### src/rtl/instr_fetch_unit_if.sv
// ============================================================================
// Module      : instr_fetch_unit_if
// Description : Bundles the fetch unit's handshake signals: redirect, the
//               instruction-memory request/response channels and the decode
//               side instruction queue output.
//               master = fetch unit side, slave = memory/decode environment.
// Ports       : redirect_valid/redirect_pc                 (env -> fetch)
//               imem_req_valid/imem_req_addr               (fetch -> mem)
//               imem_req_ready                             (mem -> fetch)
//               imem_rsp_valid/imem_rsp_data               (mem -> fetch)
//               instr_valid/instr/instr_pc                 (fetch -> decode)
//               instr_ready                                (decode -> fetch)
// Revision    : 1.0 - initial release
// ============================================================================
`default_nettype none

interface instr_fetch_unit_if;
  logic        redirect_valid;
  logic [31:0] redirect_pc;
  logic        imem_req_valid;
  logic        imem_req_ready;
  logic [31:0] imem_req_addr;
  logic        imem_rsp_valid;
  logic [31:0] imem_rsp_data;
  logic        instr_valid;
  logic        instr_ready;
  logic [31:0] instr;
  logic [31:0] instr_pc;

  modport master (
    input  redirect_valid, redirect_pc,
    output imem_req_valid, imem_req_addr,
    input  imem_req_ready,
    input  imem_rsp_valid, imem_rsp_data,
    output instr_valid, instr, instr_pc,
    input  instr_ready
  );

  modport slave (
    output redirect_valid, redirect_pc,
    input  imem_req_valid, imem_req_addr,
    output imem_req_ready,
    output imem_rsp_valid, imem_rsp_data,
    input  instr_valid, instr, instr_pc,
    output instr_ready
  );
endinterface

`default_nettype wire

### src/rtl/instr_fetch_unit.sv
// ============================================================================
// Module      : instr_fetch_unit
// Description : Instruction-fetch front end. Owns the PC, issues in-order word
//               fetches under a credit limit, buffers variable-latency
//               responses in a DEPTH-entry queue tagged with their PC, and
//               flushes/squashes on redirect.
// Ports       : clk   - clock, all state on rising edge
//               reset - asynchronous, active-low reset
//               bus   - instr_fetch_unit_if.master (redirect, imem request,
//                       imem response, instruction output channels)
// Parameters  : RESET_PC - PC of the first fetch after reset release
//               DEPTH    - queue entries, power of 2, >= 2
// Revision    : 1.0 - initial release
// ============================================================================
`default_nettype none

module instr_fetch_unit #(
  parameter logic [31:0] RESET_PC = 32'h0000_0000,
  parameter int          DEPTH    = 4
) (
  input  logic                   clk,
  input  logic                   reset,
  instr_fetch_unit_if.master     bus
);

  localparam int AW = $clog2(DEPTH);
  localparam int CW = AW + 1;
  localparam logic [CW:0]   C_DEPTH_WIDE = (CW+1)'(DEPTH);
  localparam logic [CW-1:0] C_DEPTH      = CW'(DEPTH);

  // --------------------------------------------------------------------------
  // State
  // --------------------------------------------------------------------------
  logic          run_q;                    // low during reset, high once released
  logic [31:0]   fetch_pc_q,  fetch_pc_d;
  logic [CW-1:0] out_q,       out_d;       // requests accepted, response pending
  logic [CW-1:0] disc_q,      disc_d;      // pending responses that are stale
  logic [CW-1:0] occ_q,       occ_d;       // instruction queue occupancy
  logic [AW-1:0] q_rd_q,      q_rd_d;
  logic [AW-1:0] q_wr_q,      q_wr_d;
  logic [AW-1:0] tag_rd_q,    tag_rd_d;
  logic [AW-1:0] tag_wr_q,    tag_wr_d;

  logic [31:0]   q_instr_q [DEPTH];
  logic [31:0]   q_pc_q    [DEPTH];
  logic [31:0]   tag_pc_q  [DEPTH];

  // --------------------------------------------------------------------------
  // Handshake decode
  // --------------------------------------------------------------------------
  logic credit_ok;
  logic req_hs;
  logic rsp;
  logic keep;
  logic pop;
  logic redirect;
  logic unused_pc_lsbs;

  // Credit counts stale in-flight requests too, so every response that is
  // kept is guaranteed a free queue slot. Depends on registers only.
  assign credit_ok = ({1'b0, occ_q} + {1'b0, out_q}) < C_DEPTH_WIDE;

  assign redirect       = bus.redirect_valid;
  assign req_hs         = run_q & credit_ok & bus.imem_req_ready;
  assign rsp            = bus.imem_rsp_valid;
  assign keep           = rsp & (disc_q == '0) & ~redirect;
  assign pop            = (occ_q != '0) & bus.instr_ready & ~redirect;
  assign unused_pc_lsbs = ^bus.redirect_pc[1:0];

  // --------------------------------------------------------------------------
  // Next-state logic
  // --------------------------------------------------------------------------
  always_comb begin
    fetch_pc_d = fetch_pc_q;
    disc_d     = disc_q;
    occ_d      = occ_q;
    q_rd_d     = q_rd_q;
    q_wr_d     = q_wr_q;
    tag_rd_d   = tag_rd_q;
    tag_wr_d   = tag_wr_q;

    // Outstanding tracks real bus traffic, redirect or not.
    out_d = out_q + CW'(req_hs) - CW'(rsp);

    if (redirect) begin
      fetch_pc_d = {bus.redirect_pc[31:2], 2'b00};
      // Everything still in flight after this cycle is stale, including a
      // request accepted right now; a response arriving now is dropped here.
      disc_d     = out_d;
      occ_d      = '0;
      q_rd_d     = '0;
      q_wr_d     = '0;
      tag_rd_d   = '0;
      tag_wr_d   = '0;
    end else begin
      if (req_hs) begin
        fetch_pc_d = fetch_pc_q + 32'd4;
        tag_wr_d   = tag_wr_q + 1'b1;
      end
      // Stale responses never had a tag (tags were flushed), so only kept
      // responses consume one.
      if (rsp && (disc_q != '0)) begin
        disc_d = disc_q - 1'b1;
      end
      if (keep) begin
        q_wr_d   = q_wr_q + 1'b1;
        tag_rd_d = tag_rd_q + 1'b1;
      end
      if (pop) begin
        q_rd_d = q_rd_q + 1'b1;
      end
      occ_d = occ_q + CW'(keep) - CW'(pop);
    end
  end

  // --------------------------------------------------------------------------
  // Registers
  // --------------------------------------------------------------------------
  always_ff @(posedge clk or negedge reset) begin
    if (!reset) begin
      run_q      <= 1'b0;
      fetch_pc_q <= RESET_PC;
      out_q      <= '0;
      disc_q     <= '0;
      occ_q      <= '0;
      q_rd_q     <= '0;
      q_wr_q     <= '0;
      tag_rd_q   <= '0;
      tag_wr_q   <= '0;
      for (int i = 0; i < DEPTH; i++) begin
        q_instr_q[i] <= '0;
        q_pc_q[i]    <= '0;
        tag_pc_q[i]  <= '0;
      end
    end else begin
      run_q      <= 1'b1;
      fetch_pc_q <= fetch_pc_d;
      out_q      <= out_d;
      disc_q     <= disc_d;
      occ_q      <= occ_d;
      q_rd_q     <= q_rd_d;
      q_wr_q     <= q_wr_d;
      tag_rd_q   <= tag_rd_d;
      tag_wr_q   <= tag_wr_d;
      if (req_hs && !redirect) begin
        tag_pc_q[tag_wr_q] <= fetch_pc_q;
      end
      if (keep) begin
        q_instr_q[q_wr_q] <= bus.imem_rsp_data;
        q_pc_q[q_wr_q]    <= tag_pc_q[tag_rd_q];
      end
    end
  end

  // --------------------------------------------------------------------------
  // Outputs
  // --------------------------------------------------------------------------
  assign bus.imem_req_valid = run_q & credit_ok;
  assign bus.imem_req_addr  = fetch_pc_q;
  assign bus.instr_valid    = (occ_q != '0);
  // Head entry shown unconditionally; meaningless while instr_valid is low.
  assign bus.instr          = q_instr_q[q_rd_q];
  assign bus.instr_pc       = q_pc_q[q_rd_q];

  // --------------------------------------------------------------------------
  // Overflow / underflow checks
  // --------------------------------------------------------------------------
  a_rsp_underflow: assert property (@(posedge clk) disable iff (!reset)
    rsp |-> (out_q != '0));
  a_queue_overflow: assert property (@(posedge clk) disable iff (!reset)
    keep |-> (occ_q < C_DEPTH));
  a_count_bound: assert property (@(posedge clk) disable iff (!reset)
    (out_q <= C_DEPTH) && (occ_q <= C_DEPTH) && (disc_q <= out_q));

endmodule

`default_nettype wire

### src/flat_wrapper.sv
// flat-port wrapper written by rule: the top's interface ports become plain ports
module instr_fetch_unit_flat 
#(
  parameter logic [31:0] RESET_PC = 32'h0000_0000,
  parameter int          DEPTH    = 4
)
  (clk, reset, bus_redirect_valid, bus_redirect_pc, bus_imem_req_valid, bus_imem_req_addr, bus_imem_req_ready, bus_imem_rsp_valid, bus_imem_rsp_data, bus_instr_valid, bus_instr, bus_instr_pc, bus_instr_ready);
  instr_fetch_unit_if bus_i ();
  input  logic clk;
  input  logic reset;
  input wire logic [$bits(bus_i.redirect_valid)-1:0] bus_redirect_valid;
  input wire logic [$bits(bus_i.redirect_pc)-1:0] bus_redirect_pc;
  output wire logic [$bits(bus_i.imem_req_valid)-1:0] bus_imem_req_valid;
  output wire logic [$bits(bus_i.imem_req_addr)-1:0] bus_imem_req_addr;
  input wire logic [$bits(bus_i.imem_req_ready)-1:0] bus_imem_req_ready;
  input wire logic [$bits(bus_i.imem_rsp_valid)-1:0] bus_imem_rsp_valid;
  input wire logic [$bits(bus_i.imem_rsp_data)-1:0] bus_imem_rsp_data;
  output wire logic [$bits(bus_i.instr_valid)-1:0] bus_instr_valid;
  output wire logic [$bits(bus_i.instr)-1:0] bus_instr;
  output wire logic [$bits(bus_i.instr_pc)-1:0] bus_instr_pc;
  input wire logic [$bits(bus_i.instr_ready)-1:0] bus_instr_ready;
  assign bus_i.redirect_valid = bus_redirect_valid;
  assign bus_i.redirect_pc = bus_redirect_pc;
  assign bus_imem_req_valid = bus_i.imem_req_valid;
  assign bus_imem_req_addr = bus_i.imem_req_addr;
  assign bus_i.imem_req_ready = bus_imem_req_ready;
  assign bus_i.imem_rsp_valid = bus_imem_rsp_valid;
  assign bus_i.imem_rsp_data = bus_imem_rsp_data;
  assign bus_instr_valid = bus_i.instr_valid;
  assign bus_instr = bus_i.instr;
  assign bus_instr_pc = bus_i.instr_pc;
  assign bus_i.instr_ready = bus_instr_ready;
  instr_fetch_unit #(.RESET_PC(RESET_PC), .DEPTH(DEPTH)) u_core (.clk(clk), .reset(reset), .bus(bus_i));
endmodule
### config.mk
export PLATFORM = sky130hd
export DESIGN_NAME = instr_fetch_unit_flat
export DESIGN_NICKNAME = d
export VERILOG_FILES = /design/src/rtl/instr_fetch_unit_if.sv /design/src/rtl/instr_fetch_unit.sv /design/src/flat_wrapper.sv
export SDC_FILE = /design/constraint.sdc
export NUM_CORES = 1
export LEC_CHECK = 0
export ABC_AREA = 1
export ABC_CLOCK_PERIOD_IN_PS = 4550
export BUFFER_PORTS_ARGS = -buffer_cell sky130_fd_sc_hd__buf_2
export CORE_UTILIZATION = 59
export CTS_CLUSTER_DIAMETER = 60
export DETAILED_ROUTE_END_ITERATION = 12
export GPL_TIMING_DRIVEN = 0
export PLACE_DENSITY = 0.79
export RECOVER_POWER = 100
export SLEW_MARGIN = 25
export SYNTH_ARGS = -nofsm -noshare
export SYNTH_HDL_FRONTEND = slang
export SYNTH_SLANG_ARGS = --single-unit
### constraint.sdc
create_clock -name clk -period 4.55 [get_ports clk]
set_clock_uncertainty 0.1 [all_clocks]
set_input_delay 0.455 -clock clk [delete_from_list [all_inputs] [get_ports clk]]
set_output_delay 0.455 -clock clk [all_outputs]
set_load 0.01 [all_outputs]
==> results of run 1 <==
worst reg2reg max path, stage by stage, from the launching register on:
cell and delay (ps):
dfrtp_1 370, inv_1 90, ha_1 220, nand3_1 200, nor2_1 580, nand2_1 320
clkbuf_1 380, clkbuf_1 370, nand2_1 160, o21ai_0 130
cell type report:
type                    instances  area, sq um  share of cell area, %
clock inverters                13          180                  0.825
flip-flops and latches        416        10400                   47.7
inverters                     117          439                   2.01
well taps                     435          544                   2.49
repair buffers                166          816                   3.74
multi-input cells            1687         7490                   34.3
plain buffers                 149          617                   2.83
clock buffers                  66         1340                   6.12
state kept, by name (all words and copies together), names as in the netlist, 3 cells and up:
name,count
u_core.tag_pc_q,120
u_core.bus.imem_req_addr,30
u_core.out_q,3
u_core.q_pc_q,120
u_core.occ_q,3
u_core.disc_q,3
u_core.q_instr_q,128
per-stage QoR:
step / setup slack (ps) / power, mW / util (%) / hold slack [ps] / cells
after floorplan: 2330 / 7.40 / - / 59.4 / 2369
after global placement: -5080 / 8.82 / 64.8 / 356 / 2965
after detailed placement: 1740 / 8.97 / 65.2 / 360 / 2969
after CTS: 1490 / 12.7 / 70.0 / 29.0 / 3049
after global routing: 875 / 13.2 / 68.6 / 55.7 / 3049
final: 1000 / 12.5 / 68.6 / 37.3 / 3049
Yosys cell counts (2+ instances only):
cell	n
buf_4	4
xor2_1	11
inv_2	2
buf_6	28
o21ai_1	129
fa_1	2
nand2_2	8
inv_1	114
nor2_1	246
dfrtp_1	416
buf_2	57
nand2_1	781
nand3_1	30
o22ai_1	92
ha_1	17
clkbuf_1	58
conb_1	2
nor2_2	3
o211ai_1	8
a21oi_1	5
nand4_1	2
o21ai_0	341
worst max-delay path by stage:
stage | start | end | slack [ps] | cells past startpoint
after floorplan | u_core.occ_q[1] | u_core.disc_q[2] | 2330 | 10
after global placement | reset | u_core.tag_pc_q[125] | -5080 | 1
after detailed placement | bus_redirect_valid | u_core.occ_q[2] | 1740 | 11
after CTS | u_core.q_rd_q[1] | bus_instr[0] | 1490 | 5
after global routing | u_core.q_rd_q[0] | bus_instr_pc[22] | 870 | 7
final | u_core.q_rd_q[0] | bus_instr_pc[17] | 1000 | 7
power breakdown:
group	internal, mW	switching (mW)
logic	1.22	2.59
clock network	2.25	1.47
registers	4.51	0.507
total	7.98	4.57
per-layer routing:
layer  wire length [um]  part of all wire, %  global-route usage [%]  vias to the layer above
met5                  0                    0                       0                        -
met4               2430                  4.4                    15.9                        0
met3               4620                  8.3                    4.77                      147
met2              26100                   47                    55.2                      879
met1              22200                   40                    44.2                     8312
li1                   -                    -                       -                     8080
kinds of logic (layout without fill, tap and decap cells):
family,count (synthesis),count (layout)
and+or+nand+nor,1076,1076
AOI/OAI and AO/OA,575,575
DFF,416,416
buffers and inverters,266,511
adders and majority gates,19,19
xor gates and xnor gates,12,12
other,2,5
repair_timing:
item                                    in CTS  in global routing
endpoints found under the setup margin       0                  0
hold endpoints to repair                    79                  0
hold buffers                                 1                  0
==> impl_metrics.py, run 1 <==
metrics = {
    "logic_synthesis": {
        "synthTopCellsByArea": "dfrtp_1, nand2_1, o21ai_0",
        "ys_seq_elements": 416,
        "yosysSeqAreaShare_pct": 54.1,
        "synth-simple-area-share_pct": 21.6,
        "synth.distinct_cells": 32,
        "synth_adder_area_share_pct": 1.31,
        "yosys.area.top_type": "dfrtp_1",
        "yosys_warnings": 0,
        "muxShareOfSynthArea_pct": 0,
        "netlist_area_sq_mm": 0.0192,
        "syn_inst": 2366,
        "synth_top_family_by_area": "simple AND/OR/NAND/NOR gates",
        "synth.avg_cell_area_sq_um": 8.13,
        "synth-edff-count": 0,
        "synthArstFlopShare_pct": 100,
        "synth_flop_cell": "dfrtp_1",
        "synth_top_area_share_pct": 54.1,
        "synth_xor_area_share_pct": 0.546,
        "synth_compound_area_share_pct": 15.7,
    },
    "layout": {
        "drive_gt1_share_pct": 7.35,
        "final_common_cell": "nand2_1",
        "n_fill_cell": 2638,
        "final_cell_mix": "nand2_1, o21ai_0, dfrtp_1, nor2_1, clkbuf_1",
        "nNetsFinal": 2670,
        "antenna_cells": 0,
        "area_growth_pct": 13.4,
        "design_area_sq_mm": 0.0218,
    },
    "floorplan": {
        "top_level_ports": 168,
        "die_h_um": 183,
        "rows": 65,
        "die-area_sq_mm": 0.0333,
        "core_area_sq_mm": 0.0318,
        "start_util_pct": 60.5,
        "die_w_um": 183,
    },
    "routing": {
        "drt_wl_total_um": 55300,
        "vias": 17400,
        "drt-wirelength-per-cell_um": 18.2,
        "viasPerCell": 5.71,
        "drtAntennaViolNets": 0,
        "route.detailed.drc": 0,
        "drtIter0Drc": 1920,
        "detail_route.first_pass.iterations": 8,
    },
    "worst_setup_path": {
        "cp_num_buf_inv": 5,
        "crit_type": "reg -> out",
        "r2r-start": "u_core.disc_q[0]",
        "path_delay_family": "buffers and inverters",
        "crit_chain": "clkbuf_1 > clkinv_1 > clkbuf_1 > clkbuf_1 > nor2_1 > o22ai_1 > clkbuf_1",
        "critPathLaunchType": "flop",
        "crit_path_max_fanout": 10,
        "r2r_slack_ps": 1500,
        "slowest_stage": "clkbuf_1",
        "worstPathArrival_ps": 2990,
        "r2r-end": "u_core.q_instr_q[83]",
        "cpPeakStageDelay_ps": 550,
        "required_ps": 3990,
        "cp_common_cell": "clkbuf_1",
        "critPathCaptureType": "output port",
        "r2r_cells": 9,
    },
    "clocking": {
        "clock_latency_ps": 540,
        "clk_pin_slew_ps": 60,
        "cts_root_buf": "clkbuf_16",
        "clk_path_buf_depth": 3,
        "cts_resized": 0,
        "cts_made_buffers": 44,
        "cts_max_level": 2,
        "cts_sinks": 416,
        "post_cts_buffers": 0,
        "cts_tree": "done",
    },
    "global_route": {
        "grt_use_total_pct": 33.6,
        "antenna_found_initial": 0,
        "grt_max_degree": 96,
        "grt-ovfl-total": 0,
        "grt_pass1_wl_um": 88100,
        "grt_pass1_vias": 17100,
    },
    "sta": {
        "relSlewSlack_pct": -41.9,
        "setup_viol": 0,
        "setup_tns_ps": 0,
        "hold_violations": 0,
        "post-route-min-period_ps": 3550,
        "grt_setup_unrepaired": "false",
        "max_freq_mhz": 282,
        "fin_crit_sh_pct": 77.9,
        "drv_slew": 80,
        "worstMarginPinSlew_ps": 2130,
    },
    "placement": {
        "gp_congestion": 0.949,
        "dpl.hpwl_um": 37200,
        "dpl_cell_area_sq_mm": 0.0207,
        "io_buffers": 161,
    },
    "run": {
        "max-cap-violations": 1,
    },
    "power_and_ir_drop": {
        "max-vdd-ir-drop_uv": 309,
        "p_leak_nw": 11.0,
        "power.density_mw_per_mm2": 575,
    },
    "worst_hold_path": {
        "holdCritPathClass": "in -> reg",
        "hold_start": "bus_redirect_pc[19]",
        "holdPathEnd": "u_core.bus.imem_req_addr[19]",
        "holdPathStages": 3,
    },
    "status": {
        "outcome": "finished with violations",
        "violations": "max-capacitance violations, max-slew violations",
    },
}
Note: power is estimated with default switching activity, not from simulation.
==> run 2: changes to the inputs <==
--- a/config.mk
+++ b/config.mk
@@ -6,7 +6,7 @@
 export NUM_CORES = 1
 export LEC_CHECK = 0
 export ABC_AREA = 1
-export ABC_CLOCK_PERIOD_IN_PS = 4550
+export ABC_CLOCK_PERIOD_IN_PS = 3530
 export BUFFER_PORTS_ARGS = -buffer_cell sky130_fd_sc_hd__buf_2
 export CORE_UTILIZATION = 59
 export CTS_CLUSTER_DIAMETER = 60
==> constraint.sdc (replaced) <==
create_clock -name clk -period 3.53 [get_ports clk]
set_clock_uncertainty 0.1 [all_clocks]
set_input_delay 0.353 -clock clk [delete_from_list [all_inputs] [get_ports clk]]
set_output_delay 0.353 -clock clk [all_outputs]
set_load 0.01 [all_outputs]
==> run 2 against run 1 <==
Effect of this change:
- the flow still finishes with violations (max-capacitance violations, max-slew violations)
- clock-buffer cell count stayed put
- cell area up 0.73%
- total power is 29% higher
- combinational power rose by 29%
- global-route usage grew 0.20 points
- critical path type unchanged
- critical endpoint is now bus_instr[30]
==> impl_metrics.py, run 2 (synthesis gave the netlist of run 1 again) <==
metrics = {
    "floorplan": {
        "die-area_sq_mm": 0.0333,
        "die_w_um": 183,
        "top_level_ports": 168,
        "start_util_pct": 60.5,
        "core_area_sq_mm": 0.0318,
        "die_h_um": 183,
        "rows": 65,
    },
    "status": {
        "outcome": "finished with violations",
        "violations": "max-capacitance violations, max-slew violations",
    },
    "routing": {
        "drtAntennaViolNets": 0,
        "route.detailed.drc": 0,
        "drt_wl_total_um": 55600,
        "drt-wirelength-per-cell_um": 18.2,
        "vias": 17600,
        "drtIter0Drc": 1979,
        "viasPerCell": 5.74,
        "detail_route.first_pass.iterations": 8,
    },
    "layout": {
        "area_growth_pct": 14.2,
        "fin_util_pct": 69.1,
        "drive_gt1_share_pct": 7.57,
        "antenna_cells": 0,
        "n_fill_cell": 2616,
        "largest_reg_flops": 128,
        "final_cell_mix": "nand2_1, o21ai_0, dfrtp_1, nor2_1, clkbuf_1",
        "largestRegisters": "u_core.q_instr_q (128), u_core.q_pc_q (120), u_core.tag_pc_q (120)",
        "regMostFlops": "u_core.q_instr_q",
        "nNetsFinal": 2685,
        "final_common_cell": "nand2_1",
    },
    "global_route": {
        "grt_pass1_wl_um": 88700,
        "grt_pass1_vias": 17300,
        "grt-ovfl-total": 0,
        "antenna_found_initial": 0,
        "grt_use_total_pct": 33.8,
        "grt_max_degree": 96,
    },
    "worst_setup_path": {
        "cpPeakStageDelay_ps": 560,
        "crit_path_max_fanout": 10,
        "cp_common_cell": "clkbuf_1",
        "required_ps": 3080,
        "worstPathArrival_ps": 2770,
        "path_delay_family": "buffers and inverters",
        "critPathLaunchType": "flop",
        "critPathCaptureType": "output port",
        "cp_num_buf_inv": 5,
        "cp.depth": 7,
        "crit_chain": "buf_2 > clkinv_1 > clkbuf_1 > clkbuf_1 > nor2_1 > o22ai_1 > clkbuf_1",
        "slowest_stage": "clkbuf_1",
        "r2r_cells": 9,
        "crit_type": "reg -> out",
    },
    "clocking": {
        "cts_tree": "done",
        "clk_path_buf_depth": 3,
        "clk_pin_slew_ps": 60,
        "cts_made_buffers": 44,
        "cts_max_level": 2,
        "post_cts_buffers": 0,
        "cts_root_buf": "clkbuf_16",
        "clock_latency_ps": 540,
        "cts_sinks": 416,
    },
    "sta": {
        "hold_violations": 0,
        "worstMarginPinSlew_ps": 2110,
        "post-route-min-period_ps": 3230,
        "whs_ps": 15.2,
        "max_freq_mhz": 310,
        "drv_slew": 80,
        "grt_setup_unrepaired": "false",
        "fin_crit_sh_pct": 91.4,
        "setup_viol": 0,
        "relSlewSlack_pct": -40.6,
    },
    "power_and_ir_drop": {
        "total_power_mw": 16.2,
        "max-vdd-ir-drop_uv": 371,
        "power.density_mw_per_mm2": 737,
        "p_leak_nw": 11.0,
    },
    "placement": {
        "gp_congestion": 0.949,
        "io_buffers": 161,
        "dpl.hpwl_um": 37200,
    },
    "run": {
        "max-cap-violations": 1,
    },
    "worst_hold_path": {
        "holdPathStages": 5,
        "holdCritPathClass": "in -> reg",
    },
}
run 2: changes by cell type in the layout (fill, tap and decap cells not counted):
cell,before,now
buf_2,105,111
dlygate4sd3_1,1,16
clkbuf_1,207,200
clkbuf_2,2,3
run 2: where the power goes:
part	switching, mW	total (mW)	internal, mW
clock network	1.90	4.81	2.91
logic	3.35	4.93	1.59
registers	0.656	6.47	5.81
total	5.90	16.2	10.3
run 2: layer usage:
metal | part of all wire (%) | track usage [%] | wire length (um) | vias up
li1 | - | - | - | 8110
met1 | 40 | 44.3 | 22100 | 8409
met3 | 8.6 | 4.81 | 4780 | 161
met4 | 4.7 | 16.5 | 2600 | 0
met5 | 0 | 0 | 0 | -
met2 | 47 | 55.5 | 26100 | 905
run 2: path summary, 6_finish.rpt:
path	start	slack [ps]	endpoint
setup / recovery	u_core.q_rd_q[0]	300	bus_instr[30]
hold / removal	bus_redirect_pc[15]	20	u_core.bus.imem_req_addr[15]
setup reg to reg	u_core.disc_q[0]	500	u_core.q_instr_q[3]
hold reg to reg	u_core.q_pc_q[37]	380	u_core.q_pc_q[37]
max in group asynchronous	reset	680	u_core.bus.imem_req_addr[27]
min in group asynchronous	reset	870	u_core.q_instr_q[106]
run 2: area by class of cell:
type | count | area [sq um] | share of cell area (%)
buffer | 149 | 623 | 2.83
clock buffer | 66 | 1340 | 6.07
clock inverter | 13 | 180 | 0.819
inverter | 117 | 439 | 2.00
multi-input combinational | 1687 | 7490 | 34.0
sequential | 416 | 10400 | 47.3
tap | 435 | 544 | 2.48
timing repair buffer | 181 | 968 | 4.40
run 2: stage by stage:
step | instances | worst slack [ps] | area, sq um | setup TNS [ps]
2_1_floorplan | 2369 | 1310 | 19300 | 0
4_1_cts | 3064 | 576 | 22400 | 0
6_report | 3064 | 303 | 22000 | 0
3_3_place_gp | 2965 | -6000 | 20600 | -2478070
5_1_grt | 3064 | 218 | 22000 | 0
3_5_place_dp | 2969 | 817 | 20700 | 0
run 2: timing repair:
item | in CTS | in global routing
hold endpoints to repair | 94 | 0
setup endpoints to repair | 0 | 0
hold buffers | 16 | 0
resized for setup | 0 | 0
run 2: tightest hold or removal path, cell delays in order:
cell	delay (ps)
buf_2	70
nand2_1	40
o21ai_0	60
inv_1	40
nand2_1	50
==> run 3: changes to the inputs <==
--- a/config.mk
+++ b/config.mk
@@ -8,11 +8,11 @@
 export ABC_AREA = 1
 export ABC_CLOCK_PERIOD_IN_PS = 3530
 export BUFFER_PORTS_ARGS = -buffer_cell sky130_fd_sc_hd__buf_2
-export CORE_UTILIZATION = 59
+export CORE_UTILIZATION = 50
 export CTS_CLUSTER_DIAMETER = 60
 export DETAILED_ROUTE_END_ITERATION = 12
 export GPL_TIMING_DRIVEN = 0
-export PLACE_DENSITY = 0.79
+export PLACE_DENSITY = 0.69
 export RECOVER_POWER = 100
 export SLEW_MARGIN = 25
 export SYNTH_ARGS = -nofsm -noshare
==> run 3 against run 2 <==
Effect of this change:
- die area rose by 18%
- first-iteration DRC count fell by 37%
- cell count grew 4.0%
- register-to-register slack got worse by 60 ps
- cell area is 2.4% higher
- the flow still finishes with violations (max-capacitance violations, max-slew violations)
- total power increased by 1.2%
- global-route usage down 3.8 points
- setup slack improved by 33 ps
- sequential cell count stayed put
==> impl_metrics.py, run 3 (synthesis gave the netlist of run 1 again) <==
metrics = {
    "status": {
        "outcome": "finished with violations",
        "violations": "max-capacitance violations, max-slew violations",
    },
    "sta": {
        "grt_setup_unrepaired": "false",
        "drv_slew": 95,
        "fin_crit_sh_pct": 90.5,
        "post-route-min-period_ps": 3190,
        "relSlewSlack_pct": -38.5,
        "setup_viol": 0,
        "worstMarginPinSlew_ps": 2080,
        "setup_tns_ps": 0,
        "max_freq_mhz": 313,
        "whs_ps": 22.9,
        "hold_violations": 0,
    },
    "routing": {
        "drt-wirelength-per-cell_um": 18.0,
        "drtAntennaViolNets": 0,
        "drtIter0Drc": 1244,
        "detail_route.first_pass.iterations": 7,
        "drt_wl_total_um": 57300,
        "route.detailed.drc": 0,
        "vias": 17500,
        "viasPerCell": 5.50,
    },
    "worst_setup_path": {
        "critPathLaunchType": "flop",
        "critPathCaptureType": "output port",
        "crit_path_max_fanout": 10,
        "required_ps": 3080,
        "crit_type": "reg -> out",
        "worstPathArrival_ps": 2740,
        "r2r_slack_ps": 440,
    },
    "floorplan": {
        "top_level_ports": 168,
        "core_area_sq_mm": 0.0378,
        "die_h_um": 198,
        "start_util_pct": 51.0,
        "die-area_sq_mm": 0.0393,
        "rows": 71,
        "die_w_um": 198,
    },
    "global_route": {
        "grt_pass1_vias": 17100,
        "grt_max_degree": 95,
        "grt_use_total_pct": 30.0,
        "grt_pass1_wl_um": 91500,
        "grt-ovfl-total": 0,
        "antenna_found_initial": 0,
    },
    "clocking": {
        "cts_max_level": 2,
        "cts_tree": "done",
        "clk_path_buf_depth": 3,
        "cts_root_buf": "clkbuf_16",
        "clk_pin_slew_ps": 60,
        "clock_latency_ps": 580,
        "post_cts_buffers": 0,
        "cts_sinks": 416,
        "cts_made_buffers": 48,
        "cts_resized": 0,
    },
    "placement": {
        "dpl.hpwl_um": 38800,
        "gp_congestion": 0.934,
        "dpl_cell_area_sq_mm": 0.0208,
        "io_buffers": 161,
    },
    "layout": {
        "regMostFlops": "u_core.q_instr_q",
        "antenna_cells": 0,
        "nNetsFinal": 2730,
        "design_area_sq_mm": 0.0225,
        "multi_input_area_sq_mm": 0.00749,
        "drive_gt1_share_pct": 7.47,
        "largestRegisters": "u_core.q_instr_q (128), u_core.q_pc_q (120), u_core.tag_pc_q (120)",
        "fin_util_pct": 59.6,
        "final_common_cell": "nand2_1",
        "regArea_sq_mm": 0.0104,
        "area_growth_pct": 17.0,
        "final_cell_mix": "nand2_1, o21ai_0, dfrtp_1, nor2_1, clkbuf_1",
        "largest_reg_flops": 128,
        "n_fill_cell": 3505,
    },
    "power_and_ir_drop": {
        "total_power_mw": 16.4,
        "power_frac_seq_pct": 39.3,
        "p_leak_nw": 11.2,
        "max-vdd-ir-drop_uv": 451,
        "combinationalPowerShare_pct": 30.3,
        "p_int_mw": 10.4,
        "p_switching_mw": 5.99,
        "power_frac_clock_pct": 30.5,
        "switching_share_pct": 36.5,
        "power.density_mw_per_mm2": 728,
    },
    "run": {
        "max-cap-violations": 2,
    },
    "worst_hold_path": {
        "holdCritPathClass": "in -> reg",
    },
}
-- run 3: changes by cell type in the layout (fill, tap and decap cells not counted), sizes merged --
cell         change
clkinvlp         -3
dlygate4sd3     +40
clkinv           +4
inv              +2
clkbuf           +5
-- run 3: worst max-delay path, cell delays in order, from the launching register on --
cell and delay (ps):
dfrtp_1 310, buf_2 200, clkbuf_1 470, clkbuf_1 670
nor2_1 110, o22ai_1 190, clkbuf_1 190
-- run 3: layout make-up --
class / instances / share of cell area, %
flip-flops and latches: 416 / 46.2
multi-input cells: 1687 / 33.2
clock buffers: 70 / 6.10
repair buffers: 222 / 5.96
well taps: 511 / 2.84
plain buffers: 149 / 2.77
inverters: 117 / 1.95
clock inverters: 16 / 0.917
-- run 3: through the flow --
step / std cells / worst slack (ps)
floorplan: 2369 / 1310
global placement: 3041 / -6210
detailed placement: 3046 / 766
CTS: 3188 / 494
global route: 3188 / 193
finish: 3188 / 336
-- run 3: routing by layer --
metal / track usage, % / vias up / part of all wire, %
met5: 0 / - / 0
met4: 12.4 / 0 / 3.7
met3: 4.43 / 122 / 7.1
met2: 48.7 / 698 / 48
met1: 40.3 / 8501 / 42
li1: - / 8206 / -
-- run 3: final timing paths --
path | start | to | depth (start not counted)
setup / recovery | u_core.q_rd_q[0] | bus_instr[24] | 6
hold / removal | bus_redirect_pc[25] | u_core.bus.imem_req_addr[25] | 5
setup reg to reg | u_core.disc_q[0] | u_core.q_instr_q[48] | 9
hold reg to reg | u_core.q_pc_q[90] | u_core.q_pc_q[90] | 2
max in group asynchronous | reset | u_core.bus.imem_req_addr[28] | 5
min in group asynchronous | reset | u_core.q_instr_q[101] | 2
-- run 3: power by group through the flow --
stage / Sequential (mW) / Combinational [mW] / Clock, mW
after floorplan: 6.37 / 3.18 / 0
after global placement: 6.46 / 5.00 / 0
after detailed placement: 6.49 / 5.13 / 0
after CTS: 6.42 / 5.20 / 5.07
after global routing: 6.57 / 5.56 / 5.28
final: 6.44 / 4.96 / 5.00
-- run 3: timing repair --
item | 4_1_cts | 5_1_grt
hold endpoints to repair | 200 | 0
endpoints found under the setup margin | 0 | 0
hold buffers | 56 | 0
